$ cat config.mk
export PLATFORM = sky130hd
export DESIGN_NAME = store_buffer
export DESIGN_NICKNAME = d
export VERILOG_FILES = /design/src/rtl/store_buffer.sv
export SDC_FILE = /design/constraint.sdc
export NUM_CORES = 1
export LEC_CHECK = 0
export CORE_ASPECT_RATIO = 2
export CORE_MARGIN = 5
export CORE_UTILIZATION = 58
export DETAILED_ROUTE_END_ITERATION = 8
export GPL_ROUTABILITY_DRIVEN = 1
export PLACE_DENSITY = 0.86
export SLEW_MARGIN = 10
export SYNTH_ARGS = -nofsm -noshare
export SYNTH_HDL_FRONTEND = slang
export SYNTH_SLANG_ARGS = --single-unit
$ cat constraint.sdc
create_clock -name clk -period 13.9 [get_ports clk]
set_clock_uncertainty 0.1 [all_clocks]
set_input_delay 2.085 -clock clk [delete_from_list [all_inputs] [get_ports clk]]
set_output_delay 2.085 -clock clk [all_outputs]
set_load 0.01 [all_outputs]
$ cat src/rtl/store_buffer.sv
// store_buffer: in-order store queue in front of a single-ported DataMem.
// Stores are queued in one cycle and retired in program order on cycles when
// the port is otherwise free. A load goes straight to DataMem unless its bytes
// overlap a queued store. In that case the stage stalls while the head drains.
// Optional feature macro: STBUF_FWD_EN. When it is defined, a load whose bytes
// are fully covered by the youngest overlapping entry is served from the queue.
module store_buffer #(
  parameter int DEPTH = 4,
  parameter int CW    = $clog2(DEPTH + 1)
) (
  input  logic          clk,
  input  logic          rst,
  input  logic          mem_read_i,
  input  logic          mem_write_i,
  input  logic [7:0]    addr_i,
  input  logic [2:0]    func3_i,
  input  logic [31:0]   wdata_i,
  output logic [31:0]   rdata_o,
  output logic          stall_o,
  output logic [CW-1:0] count_o,
  output logic          dm_MemRead,
  output logic          dm_MemWrite,
  output logic [7:0]    dm_addr,
  output logic [2:0]    dm_func3,
  output logic [31:0]   dm_data_in,
  input  logic [31:0]   dm_data_out
);

  localparam int PW = $clog2(DEPTH);

  // Queue storage; only the low two func3 bits (access size) are kept.
  logic [7:0]    addr_mem [DEPTH];
  logic [1:0]    size_mem [DEPTH];
  logic [31:0]   data_mem [DEPTH];

  logic [PW-1:0] head_reg;
  logic [PW-1:0] tail_reg;
  logic [CW-1:0] count_reg;

  logic          push;
  logic          pop;
  logic          full;
  logic          any_ovl;
  logic          fwd_hit;
  logic [31:0]   fwd_data;

  logic [8:0]    ld_lo;
  logic [8:0]    ld_hi;
  logic [8:0]    ent_lo  [DEPTH];
  logic [8:0]    ent_hi  [DEPTH];
  logic [PW-1:0] ent_age [DEPTH];
  logic [DEPTH-1:0] ent_ovl;

  // Last byte touched by an access; 9 bits so the range compare cannot wrap.
  function automatic logic [8:0] last_byte(input logic [7:0] a, input logic [1:0] sz);
    logic [8:0] span;
    case (sz)
      2'b00:   span = 9'd0;
      2'b01:   span = 9'd1;
      default: span = 9'd3;
    endcase
    return {1'b0, a} + span;
  endfunction

  assign full    = (count_reg == CW'(DEPTH));
  assign count_o = count_reg;
  assign ld_lo   = {1'b0, addr_i};
  assign ld_hi   = last_byte(addr_i, func3_i[1:0]);
  assign any_ovl = |ent_ovl;

  // Per-entry byte range, age (0 = oldest) and overlap with the current load.
  generate
    for (genvar gi = 0; gi < DEPTH; gi++) begin : g_ent
      logic ent_valid;
      assign ent_age[gi] = PW'(gi) - head_reg;
      assign ent_valid   = (CW'(ent_age[gi]) < count_reg);
      assign ent_lo[gi]  = {1'b0, addr_mem[gi]};
      assign ent_hi[gi]  = last_byte(addr_mem[gi], size_mem[gi]);
      assign ent_ovl[gi] = ent_valid && (ent_lo[gi] <= ld_hi) && (ld_lo <= ent_hi[gi]);
    end
  endgenerate

`ifdef STBUF_FWD_EN
  logic [PW-1:0] fwd_idx;
  logic [PW-1:0] fwd_age;
  logic          fwd_found;
  logic [1:0]    fwd_shift;
  logic [31:0]   fwd_word;

  // Pick the youngest overlapping entry; no younger entry can then overlap.
  always_comb begin
    fwd_found = 1'b0;
    fwd_idx   = '0;
    fwd_age   = '0;
    for (int i = 0; i < DEPTH; i++) begin
      if (ent_ovl[i] && (!fwd_found || ent_age[i] > fwd_age)) begin
        fwd_found = 1'b1;
        fwd_age   = ent_age[i];
        fwd_idx   = PW'(i);
      end
    end
  end

  // Forward only on full containment; extract and extend the load bytes.
  always_comb begin
    fwd_shift = ld_lo[1:0] - ent_lo[fwd_idx][1:0];
    fwd_word  = data_mem[fwd_idx] >> {fwd_shift, 3'b000};
    case (func3_i)
      3'b000:  fwd_data = {{24{fwd_word[7]}}, fwd_word[7:0]};
      3'b001:  fwd_data = {{16{fwd_word[15]}}, fwd_word[15:0]};
      3'b100:  fwd_data = {24'h0, fwd_word[7:0]};
      3'b101:  fwd_data = {16'h0, fwd_word[15:0]};
      default: fwd_data = fwd_word;
    endcase
    fwd_hit = fwd_found && (ent_lo[fwd_idx] <= ld_lo) && (ld_hi <= ent_hi[fwd_idx]);
  end
`else
  assign fwd_hit  = 1'b0;
  assign fwd_data = 32'h0;
`endif

  // Per-cycle arbitration of the DataMem port and the stall decision.
  always_comb begin
    push        = 1'b0;
    pop         = 1'b0;
    stall_o     = 1'b0;
    rdata_o     = 32'h0;
    dm_MemRead  = 1'b0;
    dm_MemWrite = 1'b0;
    dm_addr     = 8'h0;
    dm_func3    = 3'h0;
    dm_data_in  = 32'h0;
    if (!rst) begin
      if (mem_read_i) begin
        if (!any_ovl) begin
          dm_MemRead = 1'b1;
          dm_addr    = addr_i;
          dm_func3   = func3_i;
          rdata_o    = dm_data_out;
        end else if (fwd_hit) begin
          rdata_o = fwd_data;
        end else begin
          stall_o = 1'b1;
          pop     = 1'b1;
        end
      end else if (mem_write_i) begin
        if (!full) begin
          push = 1'b1;
        end else begin
          stall_o = 1'b1;
          pop     = 1'b1;
        end
      end else if (count_reg != '0) begin
        pop = 1'b1;
      end
      if (pop) begin
        dm_MemWrite = 1'b1;
        dm_addr     = addr_mem[head_reg];
        dm_func3    = {1'b0, size_mem[head_reg]};
        dm_data_in  = data_mem[head_reg];
      end
    end
  end

  // Entry payload write at the tail; contents need no reset, count gates them.
  always_ff @(posedge clk) begin
    if (push) begin
      addr_mem[tail_reg] <= addr_i;
      size_mem[tail_reg] <= func3_i[1:0];
      data_mem[tail_reg] <= wdata_i;
    end
  end

  // Pointer and occupancy update; push and pop are never both active.
  always_ff @(posedge clk) begin
    if (rst) begin
      head_reg  <= '0;
      tail_reg  <= '0;
      count_reg <= '0;
    end else if (push) begin
      tail_reg  <= tail_reg + PW'(1);
      count_reg <= count_reg + CW'(1);
    end else if (pop) begin
      head_reg  <= head_reg + PW'(1);
      count_reg <= count_reg - CW'(1);
    end
  end

endmodule

=== Yosys cells after proc, flatten, opt, wreduce, memory -nomap -nowiden ===
Memory sizes are Yosys's and may differ from the RTL's. A register that Yosys moved wholly into a read port is not among the register bits.
Cells that the tools add are included.
W data, S select, Z words.

* Add/subtract/negate cells: 13
* $lt $le $gt $ge: 12
* Equality and inequality tests: 6
* Mux-type cells: 47
* Bitwise gates (word level): 1
* Reduce and logical (&&, ||, !) cells: 17

{| class="wikitable"
|+ Operators with widths
! operator !! count
|-
| $mux W32 || 5
|-
| $le A8 B9 Y1 || 8
|-
| $add A8 B9 Y9 || 5
|-
| $mux W8 || 4
|-
| $mux W1 || 21
|-
| $pmux W2 S2 || 5
|-
| $mux W3 || 6
|-
| $lt A2 B3 Y1 || 4
|-
| $mux W2 || 6
|-
| $eq A2 B1 Y1 const B || 5
|-
| $logic_not A2 Y1 || 5
|-
| $logic_and A1 B1 Y1 || 8
|-
| $add A2 B1 Y2 const B || 2
|-
| $reduce_or A4 Y1 || 1
|-
| $sub A1 B2 Y2 const A || 2
|-
| $sub A2 B2 Y2 const A || 2
|-
| $add A3 B1 Y3 const B || 1
|-
| $eq A3 B3 Y1 const B || 1
|-
| $reduce_bool A3 Y1 || 1
|-
| $sub A3 B1 Y3 const B || 1
|-
| $reduce_and A2 Y1 || 1
|-
| $reduce_bool A2 Y1 || 1
|-
| $not A1 Y1 || 1
|}

* Bits in registers: 7
* RAM bits: 168
* Bits of input ports: 79
* Output and inout port bits: 81
* Memories kept: 3

{| class="wikitable"
|+ Memory list
! name !! words !! bits a word !! rd ports !! clocked after Yosys merged registers in !! write ports !! line !! source
|-
| data_mem || 4 || 32 || 1 || 1 || 1 || 34 || <nowiki>logic [31:0] data_mem [DEPTH];</nowiki>
|-
| addr_mem || 4 || 8 || 5 || 1 || 1 || 32 || <nowiki>logic [7:0] addr_mem [DEPTH];</nowiki>
|-
| size_mem || 4 || 2 || 5 || 1 || 1 || 33 || <nowiki>logic [1:0] size_mem [DEPTH];</nowiki>
|}

=== Longest topological paths before layout ===
Gate-level depths: netlist of run 1.

* Depth after elaboration: 14
* Gate-level depth with buffers: 18

=== Worst setup path after synthesis of run 1 ===
Ideal clock, no wire load.

* Kind: input-to-output
* From: in func3_i[1]
* To: out dm_addr[1]
* Arrival: 5.273 ns
* Required time: 11.715 ns
* Slack: 6.442 ns
* Stages: 17
* Path through: or2_2 ha_1 inv_1 fa_1 nor2b_1 nand2_1 xor2_1 ha_1 a21oi_1 o221ai_1 a211o_1 a221oi_1 a31oi_1 and2_4 buf_6 or3b_1 a21oi_1

* Word-level cells in the longest chain between the ends: 12
* Elaborated cells on any way between the ends: 24
* Those cells by class: add/sub: 1; order compare: 4; eq/ne: 1; mux: 8; reduce/logical: 10

{| class="wikitable"
|+ Ends and longest elaborated chain
! element !! line !! source
|-
| start, declared || 16 || <nowiki>input logic [2:0] func3_i,</nowiki>
|-
| $eq A2 B1 Y1 / $logic_not A2 Y1 (equally long branches) || 57 || <nowiki>case (sz)</nowiki>
|-
| $pmux W2 S2 * || 57 ||
|-
| $add A8 B9 Y9 * || 62 || <nowiki>return {1'b0, a} + span;</nowiki>
|-
| $le A8 B9 Y1 || 79 || <nowiki>assign ent_ovl[gi] = ent_valid && (ent_lo[gi] <= ld_hi) && (ld_lo <= ent_hi[gi]);</nowiki>
|-
| $logic_and A1 B1 Y1 (2 in a row) || 79 ||
|-
| $reduce_or A4 Y1 * || 69 || <nowiki>assign any_ovl = |ent_ovl;</nowiki>
|-
| $mux W1 || 135 || <nowiki>if (!any_ovl) begin</nowiki>
|-
| $mux W1 || 134 || <nowiki>if (mem_read_i) begin</nowiki>
|-
| $mux W1 || 133 || <nowiki>if (!rst) begin</nowiki>
|-
| $mux W8 * || 156 || <nowiki>if (pop) begin</nowiki>
|-
| $mux W8 * || 133 ||
|-
| end, declared || 23 || <nowiki>output logic [7:0] dm_addr,</nowiki>
|}

Every way passes the cells marked *; elsewhere a longest branch is shown, timed or not. The select of a mux whose other input is x is not followed.

=== Worst setup path in the final report of run 1 ===
* From: in func3_i[1]
* To: out rdata_o[5]

* Word-level cells in the longest chain between the ends: 10
* Elaborated cells on any way between the ends: 20
* Those cells by class: add/sub: 1; order compare: 4; eq/ne: 1; mux: 4; reduce/logical: 10

{| class="wikitable"
|+ Ends and longest elaborated chain
! element !! line !! source
|-
| $eq A2 B1 Y1 / $logic_not A2 Y1 (equally long branches) || 57 ||
|-
| $pmux W2 S2 * || 57 ||
|-
| $add A8 B9 Y9 * || 62 ||
|-
| $le A8 B9 Y1 || 79 ||
|-
| $logic_and A1 B1 Y1 (2 in a row) || 79 ||
|-
| $reduce_or A4 Y1 * || 69 ||
|-
| $mux W32 * || 135 ||
|-
| $mux W32 * || 134 ||
|-
| $mux W32 * || 133 ||
|-
| end, declared || 18 || <nowiki>output logic [31:0] rdata_o,</nowiki>
|}

Every way passes the cells marked *; elsewhere a longest branch is shown, timed or not.

==> run summary, run 1 <==
fin cells: 1056
Final TNS setup: 0 ps
Post-Synthesis Cells: 679
GR Util met3: 5.66%
Overflow after GRT: 0
Int Pwr: 1.21 mW
multi-input logic area: 4120 um2
total core area: 16300 um2
Slew HR: 18.6%
post-layout util: 73.3%
# placed instances: 1025
hold path start: tail_reg[1]
vias in the first global route: 7016
status: finished, final reports clean
CTS tree: yes
final setup vio count: 0
M2 GR Usage: 50.4%
Critical Path Source: func3_i[1]
Initial DRC Count: 328
FILL cells: 1062
cts repair resizes: 0
# DRC: 0
ys async rst share: 0%
CP arrival: 7310 ps
mux contribution to synthesized area: 10.0%
global route hottest layer: met2
hold_buf cts: 0
top_reg_cell synth: edfxtp_1
Logic pwr share: 35.2%
simple-gate share of the synthesized area: 11.8%
RSZ-0062 raised after global routing: no
Compound-Gate Fraction of Synth Area: 6.10%
CTS clk-pin slew, worst paths: 70 ps
clock root cell: clkbuf_16
via count: 6373
final instance area: 11900 um2
post-synthesis adder-cell area fraction: 12.0%
flops & latches, synth: 177
share of cells above drive strength 1: 11.2%
Pre-antenna DRT Iters: 6
first-pass GRT wire length: 38200 um
GR Util met1: 26.9%
Hold Slack: 480 ps
switching pwr: 0.513 mW
Final period util: 68.3%
die area: 19300 um2
Rows: 66
Post-synth EDFFs: 168
pwr/cell area: 144 nW/um2
maximum VDD drop: 0.148 mV
Ports: 160
placed cell area: 11300 um2
clock sink total: 177
Post-CTS Setup Bufs: 0
n_diodes: 0
Starting Density: 58.7%
largest family of logic cells by synthesized area: adder cells
Vias/cell: 6.04
clock buffer depth: 2
drt wl/cell: 23.6 um
Slew @ Worst Pin: 1220 ps
Skew-Pair Late Insertion Delay: 430 ps
Slowest cell on crit path: clkdlybuf4s50_1
nets: 1007
drt total wl: 24900 um
Worst Setup End Kind: primary output
Clk pwr share: 27.4%
Final GP Congestion: 0.934
Worst R2R Start: size_mem[3][1]
WS Path Type: input port to primary output
Max FO, Critical Path: 34
register area: 5230 um2
CP Capture Point: rdata_o[5]
Sw Share: 29.8%
Die Width: 101 um
H-tree depth: 4
FMAX: 0.105 GHz
crit-path cells: clkdlybuf4s50_1, or2_2, ha_1, inv_1, fa_1, nor2b_1, nand4_1, xor2_1, ha_1, and3_1, nand3_1, o21ai_0, a211o_1, a31oi_1, and2_4, and2b_1, and2_1, clkdlybuf4s50_1
largest net degree at the start of global routing: 43
delay-heaviest family, CP: simple AND/OR/NAND/NOR gates
R2R Setup Slk: 9490 ps
initial antenna violation count: 0
CP startpoint kind: input port
post-DP HPWL: 18000 um
area grow syn2layout: 24.9%
dpl ws: 4440 ps
Syn Std Cell Area: 9540 um2
Unique masters post-synth: 51
Top reg by flops: data_mem
number of port buffers: 159
max reg flops: 128
Num CTS Buffers: 17
Routed Antenna Nets: 0
P_leak: 4.27 nW
Critical Path RT: 11720 ps
Seq pwr share: 37.4%
Mapped Nets: 846
sequential-to-total area share from yosys stat: 54.8%
YS warnings: 0
final worst slack: 4410 ps
Post-Synth XOR/XNOR Area: 3.21%
final hold vios: 0
reg2reg path depth: 16
Hold Path Class: flop to flop
Max Cap Viol: 0
max incr delay on CP: 640 ps
max-slew violations: 0
Avg Inst Size Synth: 14.1 um2
GRT Util Overall: 27.0%
critical path depth: 18
Period minus WS final: 9490 ps
Regs by FF count: data_mem x128, addr_mem x32, size_mem x8
Buf/Inv on CP: 3
total power: 1.72 mW
Die H: 191 um
worst min path at each step:
stage	endpoint	slack (ps)	depth (start not counted)
floorplan	flop	410	1
global placement	flop	420	1
detailed placement	flop	440	1
CTS	tail_reg[1]	480	2
global route	tail_reg[1]	520	2
finish	tail_reg[1]	480	2
cells in the mapped netlist (6+ instances only):
library cell | number | area (um2)
o21ai_0 | 8 | 40.0
a21o_1 | 12 | 90.1
dfxtp_1 | 9 | 180
nand4_1 | 8 | 50.1
nor2_1 | 25 | 93.8
xnor2_1 | 19 | 166
fa_1 | 6 | 120
and2_1 | 38 | 238
nand2_1 | 27 | 101
or3b_1 | 10 | 87.6
clkbuf_1 | 13 | 48.8
mux4_2 | 42 | 946
ha_1 | 82 | 1030
a21oi_1 | 30 | 150
xor2_1 | 16 | 140
edfxtp_1 | 168 | 5040
nand3_1 | 23 | 115
inv_1 | 25 | 93.8
nor2b_1 | 42 | 263
a211o_1 | 6 | 52.6
or2_2 | 6 | 37.5
layout make-up:
class | count | area share (%)
clock buffers | 21 | 3.70
clock inverters | 10 | 1.14
inverters | 25 | 0.787
multi-input cells | 453 | 34.6
flip-flops and latches | 177 | 43.9
well taps | 204 | 2.14
repair buffers | 166 | 13.8
placed cells by master (no fill, tap or decap), types with 5 or more instances in the layout:
cell type        instances
fa_1                     6
a21oi_1                 30
inv_1                   25
o21ai_0                  8
and3_1                   5
a221oi_1                 5
nor2b_1                 42
nand3_1                 23
edfxtp_1               168
a21o_1                  12
mux4_2                  42
ha_1                    82
clkdlybuf4s50_1        159
xnor2_1                 19
nand4_1                  8
nand2_1                 27
and2_1                  34
nor2_1                  25
o21a_1                   5
dfxtp_1                  7
or3b_1                  10
buf_4                    7
or2_2                    6
a211o_1                  6
clkbuf_16               17
xor2_1                  16
per-layer routing:
layer,part of all wire [%],vias up
li1,-,2895
met1,32,3079
met2,57,325
met3,6.2,74
met4,5.3,0
met5,0,-
logic make-up (layout without fill, tap and decap cells):
kind of cell	count (synthesis)	in the layout
compound gates	88	88
xor+xnor	35	35
fa+ha+maj	88	88
buf+inv	49	222
flops	177	177
mux	43	43
simple gates	199	199
worst min-delay path: stages, from the launching register on:
cell     delay, ps
dfxtp_1        350
mux2i_1        140
nor2_1          50
power groups by stage:
stage               Combinational [mW]  Clock [mW]  Sequential [mW]
global route                     0.653       0.500            0.648
global placement                 0.586           0            0.653
detailed placement               0.600           0            0.655
finish                           0.605       0.470            0.644
CTS                              0.608       0.477            0.644
floorplan                        0.367           0            0.632
Power figures use the tool's default switching activity.
==> run 2, diff against run 1 <==
--- a/config.mk
+++ b/config.mk
@@ -7,10 +7,10 @@
 export LEC_CHECK = 0
 export CORE_ASPECT_RATIO = 2
 export CORE_MARGIN = 5
-export CORE_UTILIZATION = 58
+export CORE_UTILIZATION = 49
 export DETAILED_ROUTE_END_ITERATION = 8
 export GPL_ROUTABILITY_DRIVEN = 1
-export PLACE_DENSITY = 0.86
+export PLACE_DENSITY = 0.77
 export SLEW_MARGIN = 10
 export SYNTH_ARGS = -nofsm -noshare
 export SYNTH_HDL_FRONTEND = slang
==> constraint.sdc (replaced) <==
create_clock -name clk -period 8.6 [get_ports clk]
set_clock_uncertainty 0.1 [all_clocks]
set_input_delay 1.29 -clock clk [delete_from_list [all_inputs] [get_ports clk]]
set_output_delay 1.29 -clock clk [all_outputs]
set_load 0.01 [all_outputs]
==> run 2 against run 1 <==
Net effect:
- core utilization shrank 11 points
- via count shrank 1.9%
- first-iteration DRC count shrank 12%
- worst setup slack lost 3600 ps
- wire length shrank 7.1%
- global-route usage shrank 5.7 points
- critical endpoint is now rdata_o[19]
- highest routed layer unchanged
==> run summary, run 2 (synthesis gave the netlist of run 1 again) <==
pwr/cell area: 228 nW/um2
Die H: 207 um
clock buffer depth: 2
hold path start: head_reg[1]
clock sink total: 177
vias in the first global route: 6582
maximum VDD drop: 0.184 mV
post-layout util: 62.6%
drt wl/cell: 20.6 um
Critical Path RT: 7210 ps
Top reg by flops: data_mem
dpl ws: 762 ps
CP startpoint kind: input port
final setup vio count: 0
hold_buf cts: 0
drt total wl: 23200 um
Skew-Pair Late Insertion Delay: 430 ps
GRT Util Overall: 21.3%
CP arrival: 6400 ps
Ports: 160
commonest non-fill, non-tap cells in the layout: 168 x edfxtp_1, 159 x clkdlybuf4s50_1, 82 x ha_1
Rows: 72
placed cell area: 11500 um2
Post-CTS Setup Bufs: 0
FILL cells: 1511
max incr delay on CP: 620 ps
initial antenna violation count: 0
max-slew violations: 0
post-DP HPWL: 17300 um
Hold Crit Depth: 1
largest net degree at the start of global routing: 43
Num CTS Buffers: 17
RSZ-0062 raised after global routing: no
Slew @ Worst Pin: 1200 ps
H-tree depth: 4
status: finished, final reports clean
area grow syn2layout: 26.5%
Starting Density: 49.5%
Worst R2R Start: size_mem[1][1]
Vias/cell: 5.57
die area: 22500 um2
n_diodes: 0
Initial DRC Count: 290
Buf/Inv on CP: 3
R2R Setup Slk: 4300 ps
Overflow after GRT: 0
# placed instances: 1091
Hold Slack: 463 ps
Worst Setup End Kind: primary output
nets: 1018
reg2reg path depth: 16
most common cell after layout, fill and taps aside: edfxtp_1
total power: 2.75 mW
final worst slack: 812 ps
Regs by FF count: data_mem x128, addr_mem x32, size_mem x8
Final TNS setup: 0 ps
Final period util: 90.6%
P_leak: 4.32 nW
number of port buffers: 159
CTS clk-pin slew, worst paths: 70 ps
Max FO, Critical Path: 34
Period minus WS final: 7790 ps
max reg flops: 128
Max Cap Viol: 0
Routed Antenna Nets: 0
share of cells above drive strength 1: 12.7%
Slowest cell on crit path: clkdlybuf4s50_1
cts repair resizes: 0
via count: 6251
Slew HR: 20.2%
first-pass GRT wire length: 35600 um
Pre-antenna DRT Iters: 5
Hold Path Class: flop to flop
final instance area: 12100 um2
crit-path cells: clkdlybuf4s50_1, or2_2, ha_1, inv_1, fa_1, nor2b_1, nand4_1, xor2_1, ha_1, and3_1, nand3_1, o21ai_0, a211o_1, a31oi_1, and2_4, and2b_1, and2_1, clkdlybuf4s50_1
fin cells: 1123
delay-heaviest family, CP: simple AND/OR/NAND/NOR gates
clock root cell: clkbuf_16
Die Width: 109 um
total core area: 19300 um2
# DRC: 0
Final GP Congestion: 0.903
CTS tree: yes
final hold vios: 0
WS Path Type: input port to primary output
FMAX: 0.128 GHz
==> run 2: cell types whose count changed in the layout (fill, tap and decap cells not counted), sizes merged <==
| cell | delta |
|---|---|
| buf | +11 |
| clkinv | -1 |
| inv | +5 |
| clkbuf | -3 |
| clkinvlp | +2 |
| bufinv | -2 |
==> run 2: metal layers <==
| layer | share of wire [%] | GRT usage (%) |
|---|---|---|
| met1 | 33 | 20.4 |
| met2 | 56 | 39.9 |
| met4 | 5.9 | 13.1 |
| met5 | 0 | 0 |
| met3 | 5.2 | 4.26 |
==> run 2: cell type report <==
| class | instances | area, um2 | share of cell area, % |
|---|---|---|---|
| inverter | 25 | 93.8 | 0.777 |
| timing repair buffer | 177 | 1730 | 14.3 |
| clock buffer | 18 | 429 | 3.55 |
| tap | 259 | 324 | 2.68 |
| clock inverter | 14 | 151 | 1.25 |
| sequential | 177 | 5230 | 43.3 |
| multi-input combinational | 453 | 4120 | 34.1 |
==> run 2: how the worst max path moves through the flow <==
stage               cells after the start  slack [ps]  startpoint          end
floorplan                              17        2730  func3_i[1]   dm_addr[1]
global placement                       18         910  func3_i[1]  rdata_o[10]
detailed placement                     18         760  func3_i[1]  rdata_o[10]
CTS                                    18         770  func3_i[1]  rdata_o[21]
global route                           18         370  func3_i[1]  rdata_o[26]
finish                                 18         810  func3_i[1]  rdata_o[19]
==> run 2: report_power, final <==
group	switching, mW	total [mW]	leakage (nW)	internal (mW)
Combinational	0.458	0.974	2.46	0.516
Clock	0.344	0.753	0.271	0.410
Sequential	0.0437	1.02	1.59	0.979
Total	0.845	2.75	4.32	1.90
==> run 3, diff against run 2 <==
--- a/config.mk
+++ b/config.mk
@@ -7,10 +7,11 @@
 export LEC_CHECK = 0
 export CORE_ASPECT_RATIO = 2
 export CORE_MARGIN = 5
-export CORE_UTILIZATION = 49
+export CORE_UTILIZATION = 50
+export CTS_BUF_LIST = sky130_fd_sc_hd__clkbuf_4
 export DETAILED_ROUTE_END_ITERATION = 8
 export GPL_ROUTABILITY_DRIVEN = 1
-export PLACE_DENSITY = 0.77
+export PLACE_DENSITY = 0.79
 export SLEW_MARGIN = 10
 export SYNTH_ARGS = -nofsm -noshare
 export SYNTH_HDL_FRONTEND = slang
==> run 3 against run 2 <==
Net effect:
- global-route usage rose by 0.20 points
- combinational power barely moved
- register-to-register slack got worse by 100 ps
- critical endpoint is now rdata_o[0]
- critical path depth did not move
- via count fell by 1.1%
- sequential share of layout area rose by 0.96 points
- largest cell class unchanged
- sequential power barely moved
- clock power fell by 32%
==> run summary, run 3 (synthesis gave the netlist of run 1 again) <==
commonest non-fill, non-tap cells in the layout: 168 x edfxtp_1, 159 x clkdlybuf4s50_1, 82 x ha_1
number of port buffers: 159
CTS clk-pin slew, worst paths: 140 ps
# DRC: 0
Critical Path RT: 7210 ps
Pre-antenna DRT Iters: 4
Post-CTS Setup Bufs: 0
nets: 1017
CTS tree: yes
Hold Path Class: flop to flop
maximum VDD drop: 0.222 mV
pwr/cell area: 213 nW/um2
hold path start: head_reg[1]
Seq pwr share: 40.7%
Hold Slack: 458 ps
share of cells above drive strength 1: 12.9%
total core area: 18800 um2
Slew @ Worst Pin: 718 ps
Logic pwr share: 38.8%
Starting Density: 50.7%
Final period util: 91.2%
clock buffer depth: 2
Die Width: 108 um
Slew HR: 52.1%
drt wl/cell: 20.6 um
max reg flops: 128
Top reg by flops: data_mem
post-layout util: 62.7%
Final TNS setup: 0 ps
initial antenna violation count: 1
die area: 22100 um2
# placed instances: 1086
Max FO, Critical Path: 34
Int Pwr: 1.71 mW
cts repair resizes: 0
largest net degree at the start of global routing: 43
H-tree depth: 4
Sw Share: 31.8%
Rows: 71
final setup vio count: 0
FMAX: 0.127 GHz
RSZ-0062 raised after global routing: no
final hold vios: 0
Period minus WS final: 7850 ps
P_leak: 4.22 nW
Worst R2R Start: size_mem[1][1]
clock root cell: clkbuf_4
hold_buf cts: 0
Worst Setup End Kind: primary output
Vias/cell: 5.52
fin cells: 1119
Max Cap Viol: 0
GRT Util Overall: 21.5%
status: finished, final reports clean
clock sink total: 177
max-slew violations: 0
Regs by FF count: data_mem x128, addr_mem x32, size_mem x8
post-DP HPWL: 17300 um
Clk pwr share: 20.4%
area grow syn2layout: 23.8%
reg2reg path depth: 16
drt total wl: 23000 um
Final GP Congestion: 0.937
Skew-Pair Late Insertion Delay: 550 ps
Routed Antenna Nets: 0
CP arrival: 6460 ps
Overflow after GRT: 0
Hold Crit Depth: 1
most common cell after layout, fill and taps aside: edfxtp_1
switching pwr: 0.799 mW
vias in the first global route: 6481
CP startpoint kind: input port
first-pass GRT wire length: 35200 um
R2R Setup Slk: 4200 ps
Die H: 205 um
Num CTS Buffers: 17
Initial DRC Count: 278
WS Path Type: input port to primary output
Ports: 160
via count: 6182
==> run 3: cell types whose count changed in the layout (fill, tap and decap cells not counted), sizes merged <==
cell / change
inv: +2
clkinvlp: -3
clkinv: -1
diode: +1
bufinv: +2
buf: -1
==> run 3: power groups by stage <==
stage          Clock, mW  Combinational, mW  Sequential (mW)
2_1_floorplan          0              0.594             1.02
3_3_place_gp           0              0.979             1.04
3_5_place_dp           0              0.989             1.04
4_1_cts            0.532              0.994             1.02
5_1_grt            0.567               1.06             1.03
6_report           0.513              0.975             1.02
==> run 3: worst max path at each step <==
stage,startpoint,end,slack (ps),depth (start not counted)
after floorplan,func3_i[1],dm_addr[1],2730,17
after global placement,func3_i[1],rdata_o[0],880,18
after detailed placement,func3_i[1],rdata_o[0],770,18
after CTS,func3_i[1],rdata_o[0],750,18
after global routing,func3_i[1],rdata_o[15],370,18
final,func3_i[1],rdata_o[0],750,18
==> run 3: metrics by stage <==
step | cell area (um2) | setup slack, ps | power [mW]
2_1_floorplan | 9540 | 2730 | 1.62
3_3_place_gp | 11500 | 884 | 2.02
3_5_place_dp | 11500 | 773 | 2.03
4_1_cts | 11800 | 755 | 2.55
5_1_grt | 11800 | 374 | 2.66
6_report | 11800 | 753 | 2.51
==> run 3: layout make-up <==
cell class | instances | area (um2)
Multi-Input combinational cell | 453 | 4120
Antenna cell | 1 | 2.50
Tap cell | 255 | 319
Timing Repair Buffer | 176 | 1720
Clock buffer | 18 | 135
Fill cell | 1463 | 7020
Clock inverter | 14 | 193
Sequential cell | 177 | 5230
Inverter | 25 | 93.8
==> run 3: per-layer routing <==
metal,global-route usage (%),vias to the layer above,routed length [um]
met4,10.9,0,1050
met1,20.8,3003,7650
met2,42.0,202,13200
met5,0,-,0
li1,-,2927,-
met3,3.80,50,1120
==> run 3: worst max-delay path, stage by stage <==
cell	delay, ps
clkdlybuf4s50_1	630
or2_2	170
ha_1	160
inv_1	60
fa_1	400
nor2b_1	180
nand4_1	130
xor2_1	370
ha_1	320
and3_1	210
nand3_1	100
o21ai_0	100
a211o_1	290
a31oi_1	250
and2_4	350
and2b_1	640
and2_1	220
clkdlybuf4s50_1	560
